==> src/rtl/mult_div.sv <==
// Iterative signed 32x32 multiplier (radix-2 Booth) and divider (restoring, on
// magnitudes), one iteration per clock, started by a rising edge of MULT_OP/DIV_OP.
module mult_div #(
  parameter int WIDTH = 32
) (
  input  logic             clock,
  input  logic             reset,
  input  logic             MULT_OP,
  input  logic             DIV_OP,
  input  logic [WIDTH-1:0] A,
  input  logic [WIDTH-1:0] B,
  output logic [WIDTH-1:0] MultHi,
  output logic [WIDTH-1:0] MultLo,
  output logic [WIDTH-1:0] DivHi,
  output logic [WIDTH-1:0] DivLo,
  output logic             Busy,
  output logic             Done,
  output logic             DivZero,
  output logic [1:0]       dbg_state_o
);

  typedef enum logic [1:0] {
    IDLE = 2'd0,
    RUN  = 2'd1,
    DONE = 2'd2
  } state_t;

  state_t      state_q;
  logic        mult_prev_q, div_prev_q, armed_q, is_div_q;
  logic        q_neg_q, r_neg_q;
  logic [4:0]  cnt_q;
  logic [64:0] booth_q;
  logic [31:0] mcand_q, dmag_q, quo_q;
  logic [32:0] rem_q;

  logic        mult_rise, div_rise, start_mult, start_div, idle;
  logic [31:0] a_mag, b_mag, booth_m, quo_in, div_v, quo_d, quo_fix, rem_fix;
  logic [64:0] booth_in, booth_d;
  logic [32:0] rem_in, shifted, trial, rem_d;

  // One Booth step: add/subtract on a 33-bit accumulator so the most negative
  // multiplicand cannot overflow, then arithmetic shift right of {acc,Q,q-1}.
  function automatic logic [64:0] booth_step(input logic [64:0] r, input logic [31:0] m);
    logic [32:0] sum;
    sum = {r[64], r[64:33]};
    case (r[1:0])
      2'b01:   sum = sum + {m[31], m};
      2'b10:   sum = sum - {m[31], m};
      default: sum = sum;
    endcase
    return {sum, r[32:1]};
  endfunction

  // armed_q keeps an op level already high across reset release from looking like a rise.
  assign mult_rise  = MULT_OP & ~mult_prev_q;
  assign div_rise   = DIV_OP & ~div_prev_q;
  assign idle       = (state_q == IDLE);
  assign start_mult = idle & armed_q & mult_rise;
  assign start_div  = idle & armed_q & div_rise & ~mult_rise;

  assign a_mag = A[31] ? (32'd0 - A) : A;
  assign b_mag = B[31] ? (32'd0 - B) : B;

  // In IDLE the datapaths run iteration 0 straight from the live operands.
  assign booth_in = idle ? {32'd0, B, 1'b0} : booth_q;
  assign booth_m  = idle ? A : mcand_q;
  assign booth_d  = booth_step(booth_in, booth_m);

  assign rem_in  = idle ? 33'd0 : rem_q;
  assign quo_in  = idle ? a_mag : quo_q;
  assign div_v   = idle ? b_mag : dmag_q;
  assign shifted = {rem_in[31:0], quo_in[31]};
  assign trial   = shifted - {1'b0, div_v};
  assign rem_d   = trial[32] ? shifted : trial;
  assign quo_d   = {quo_in[30:0], ~trial[32]};

  assign quo_fix = q_neg_q ? (32'd0 - quo_d) : quo_d;
  assign rem_fix = r_neg_q ? (32'd0 - rem_d[31:0]) : rem_d[31:0];

  assign dbg_state_o = state_q;

  always_ff @(posedge clock or negedge reset) begin
    if (!reset) begin
      state_q     <= IDLE;
      mult_prev_q <= 1'b0;
      div_prev_q  <= 1'b0;
      armed_q     <= 1'b0;
      is_div_q    <= 1'b0;
      q_neg_q     <= 1'b0;
      r_neg_q     <= 1'b0;
      cnt_q       <= 5'd0;
      booth_q     <= 65'd0;
      mcand_q     <= 32'd0;
      dmag_q      <= 32'd0;
      quo_q       <= 32'd0;
      rem_q       <= 33'd0;
      MultHi      <= 32'd0;
      MultLo      <= 32'd0;
      DivHi       <= 32'd0;
      DivLo       <= 32'd0;
      Busy        <= 1'b0;
      Done        <= 1'b0;
      DivZero     <= 1'b0;
    end else begin
      mult_prev_q <= MULT_OP;
      div_prev_q  <= DIV_OP;
      armed_q     <= 1'b1;
      Done        <= 1'b0;
      case (state_q)
        IDLE: begin
          if (start_mult || start_div) begin
            is_div_q <= start_div;
            mcand_q  <= A;
            dmag_q   <= b_mag;
            q_neg_q  <= A[31] ^ B[31];
            r_neg_q  <= A[31];
            booth_q  <= booth_d;
            rem_q    <= rem_d;
            quo_q    <= quo_d;
            cnt_q    <= 5'd0;
            Busy     <= 1'b1;
            state_q  <= RUN;
            if (start_div) DivZero <= (B == 32'd0);
          end
        end
        RUN: begin
          booth_q <= booth_d;
          rem_q   <= rem_d;
          quo_q   <= quo_d;
          cnt_q   <= cnt_q + 5'd1;
          // cnt_q == 30 means this edge completes iteration 31.
          if (cnt_q == 5'd30) begin
            state_q <= DONE;
            Busy    <= 1'b0;
            Done    <= 1'b1;
            if (!is_div_q) begin
              MultHi <= booth_d[64:33];
              MultLo <= booth_d[32:1];
            end else if (!DivZero) begin
              DivLo <= quo_fix;
              DivHi <= rem_fix;
            end
          end
        end
        DONE: state_q <= IDLE;
        default: state_q <= IDLE;
      endcase
    end
  end

endmodule

==> config.mk <==
export PLATFORM = sky130hd
export DESIGN_NAME = mult_div
export DESIGN_NICKNAME = d
export VERILOG_FILES = /design/src/rtl/mult_div.sv
export SDC_FILE = /design/constraint.sdc
export NUM_CORES = 1
export LEC_CHECK = 0
export BUFFER_PORTS_ARGS = -buffer_cell sky130_fd_sc_hd__buf_2
export CAP_MARGIN = 25
export CORE_ASPECT_RATIO = 0.7
export CORE_MARGIN = 8
export CORE_UTILIZATION = 50
export DETAILED_ROUTE_END_ITERATION = 16
export GPL_TIMING_DRIVEN = 0
export PLACE_DENSITY_LB_ADDON = 0.2
export SYNTH_ARGS = -nofsm -noshare
export SYNTH_HDL_FRONTEND = slang
export SYNTH_SLANG_ARGS = --single-unit
==> constraint.sdc <==
create_clock -name clock -period 7.55 [get_ports clock]
set_input_delay 0.3775 -clock clock [delete_from_list [all_inputs] [get_ports clock]]
set_output_delay 0.3775 -clock clock [all_outputs]
set_load 0.1 [all_outputs]
==> flow_summary.ini <==
[clocking]
cts_tree = built
cts_sinks = 336
cts_buffers = 38
ctsRootBufferMaster = clkbuf_16
clk_latency_ns = 0.56
cts_buffer_depth = 3
clkTransAtPathRegs_ns = 0.06
ctsHtreeMaxLevel = 2

[cells_and_area]
fill_cells = 3947
final_cell_mix = nand2_1 (366), dfrtp_1 (334), o21ai_0 (301)
regArea_um2 = 8410
syn_to_final_growth_pct = 15.2
multi_input_comb_area_um2 = 13000
final_common_cell = nand2_1
drive_above_1_share = 0.149
nets = 2970

[synth]
yosysUniqueCellTypes = 99
synth.top_cells.by_area = dfrtp_1 (38%), o21ai_0 (6.9%), nand2_1 (6.2%)
ys_seq_elements = 336
synthCells = 2596
async_reset_ff_frac = 1.00
yosysSeqAreaShare = 0.381
synth_edf_count = 0
syn_nets = 2738
yosys.area.top_type = dfrtp_1
netlist.area_leader.share = 0.381
netlist_area_um2 = 22100
dominantRegCellSynth = dfrtp_1
yosysWarnings = 0
avgSynthCellArea_um2 = 8.50

[worst_hold_path]
hold_path_class = in2reg

[floorplanning]
die_h_um = 192
core_area_um2 = 43600
dieArea_um2 = 51200
io_pins = 201
start_util = 0.505
die_w_um = 267
rows = 64

[routing]
drtIter0Drc = 2265
drc_errors = 0
viasPerCell = 6.04
final_antenna_net_count = 0
routed_wl_mm = 76.7
dr_total_vias = 20900
wl_per_cell_um = 22.2
dr.pass1.iters = 5

[placement]
portBuffers = 190
dp_hpwl_mm = 59.5
place.gp.congestion = 0.963

[grt]
grt_pass1_wl_mm = 118
grt_overflow = 0
antenna_found_initial = 6
grt_max_degree = 125
globalRouteTotalUtil = 0.294
grt_pass1_vias = 20100

[sta]
max_freq_ghz = 0.135
worst_slew_pin_slew_ns = 1.05
fin_hold_ws_ns = 0.128
finalCritPeriodShare = 0.984
period_minus_slack_ns = 7.43
fin_skew_ns = 0.0192
hold_viol_final = 0
relSlewSlack = 0.298
setup_violations = 0
maxSlewViolCount = 0

[setup_path]
worstSetupStartpointType = flop
cp-end-kind = flop
reg2reg_depth = 23
reg2reg_slack_ns = 0.12
startpoint = dbg_state_o[1]
crit_type = reg2reg
critPathCapture = booth_q[61]
critical_path_arrival_ns = 7.83
r2r_end = booth_q[61]
crit_required_ns = 7.95
rr_startpoint = dbg_state_o[1]
crit_fanout = 28

[job]
cap_violations = 0

[outcome]
outcome = finished clean
==> critical path, stage by stage, from the launching register on <==
cell	delay (ns)
dfrtp_2	0.40
buf_2	0.18
nor2_2	0.47
buf_2	0.37
buf_2	0.66
clkbuf_2	0.45
nand2_1	0.15
nand2_1	0.09
ha_2	0.36
a21oi_2	0.14
nor4_2	0.44
o211ai_1	0.21
nor2_1	0.25
nor2_1	0.08
xor2_1	0.40
ha_1	0.37
a211o_1	0.29
nand2b_1	0.16
o21ai_0	0.25
a21boi_0	0.22
o31ai_1	0.33
mux2_2	0.38
a2111oi_2	0.45
a21oi_1	0.12
==> synthesized netlist by cell type (all sizes together), types with 5 or more instances <==
cell    count
nor3       55
o21bai      9
a21boi      7
clkbuf    122
o21a       17
or4         9
o21ai     315
mux2       38
nand4      21
o31a        5
a21o       28
a211o       7
mux2i     103
or2        12
xnor2      95
o311a       5
buf        43
nor2      222
nand3      25
nor2b      14
o31ai      45
and3       16
a21oi     210
nor3b       5
nand2b     20
nor4       10
and2       65
nand2     368
a211oi     17
or3        19
a31oi      22
dfrtp     336
o211ai      7
ha         72
inv        47
xor2       99
o41ai      19
==> state kept, by name, indices dropped and copies added (netlist names), 2 cells and up <==
register and flops:
MultHi 32, rem_q 32, dmag_q 32, mcand_q 31
booth_q 65, quo_q 32, DivLo 32, DivHi 32
dbg_state_o 2, MultLo 32, cnt_q 5
==> repair_timing <==
action	4_1_cts	5_1_grt
gates cloned	0	1
hold buffers	3	0
endpoints found under the setup margin	161	32
buffers inserted	2	2
hold endpoints to repair	97	0
pin swaps	1	4
gates resized for setup	62	23
==> layer usage <==
metal | up-vias | global-route usage | wire, um
li1 | 9613 | - | -
met1 | 10000 | 0.444 | 35400
met2 | 1093 | 0.406 | 30500
met3 | 141 | 0.0808 | 9020
met4 | 6 | 0.0756 | 1760
met5 | - | 0 | 41
==> stage by stage <==
stage | setup slack (ns) | cell area (um^2) | setup TNS [ns] | cells | util
floorplan | 0.137 | 22100 | 0 | 2596 | -
global placement | -3.14 | 23800 | -341.75 | 3380 | 0.544
CTS | 0.0490 | 25300 | 0 | 3451 | 0.580
finish | 0.124 | 25400 | 0 | 3455 | 0.582
detailed placement | -3.21 | 23800 | -252.87 | 3382 | 0.546
global route | -0.00569 | 25400 | -0.00569 | 3454 | 0.582
==> logic make-up after synthesis <==
| logic type | count (synthesis) | share of synthesized area |
|---|---|---|
| compound gates | 760 | 0.210 |
| mux | 141 | 0.0665 |
| flops | 336 | 0.381 |
| simple gates | 877 | 0.183 |
| buf+inv | 213 | 0.0392 |
| xor+xnor | 194 | 0.0770 |
| other cells | 1 | 0.000170 |
| fa+ha+maj | 74 | 0.0427 |
==> area by class of cell <==
class | instances | share of cell area
sequential | 336 | 0.331
clock buffer | 53 | 0.0436
timing repair buffer | 200 | 0.0426
clock inverter | 16 | 0.00640
tap | 594 | 0.0293
buffer | 157 | 0.0294
inverter | 48 | 0.00714
multi-input combinational | 2047 | 0.510
antenna | 4 | 0.000394
==> worst min path at each step <==
| stage | start | to | depth (start not counted) |
|---|---|---|---|
| finish | A[23] | mcand_q[23] | 2 |
| global route | A[23] | mcand_q[23] | 2 |
| CTS | A[23] | mcand_q[23] | 2 |
| detailed placement | reset | DivLo[17] | 1 |
| global placement | rem_q[26] | rem_q[26] | 2 |
| floorplan | reset | Busy | 0 |
Power is left out: the tool's default activity adds up to more than one toggle a clock period on the data nets, which glitch-free logic cannot reach.
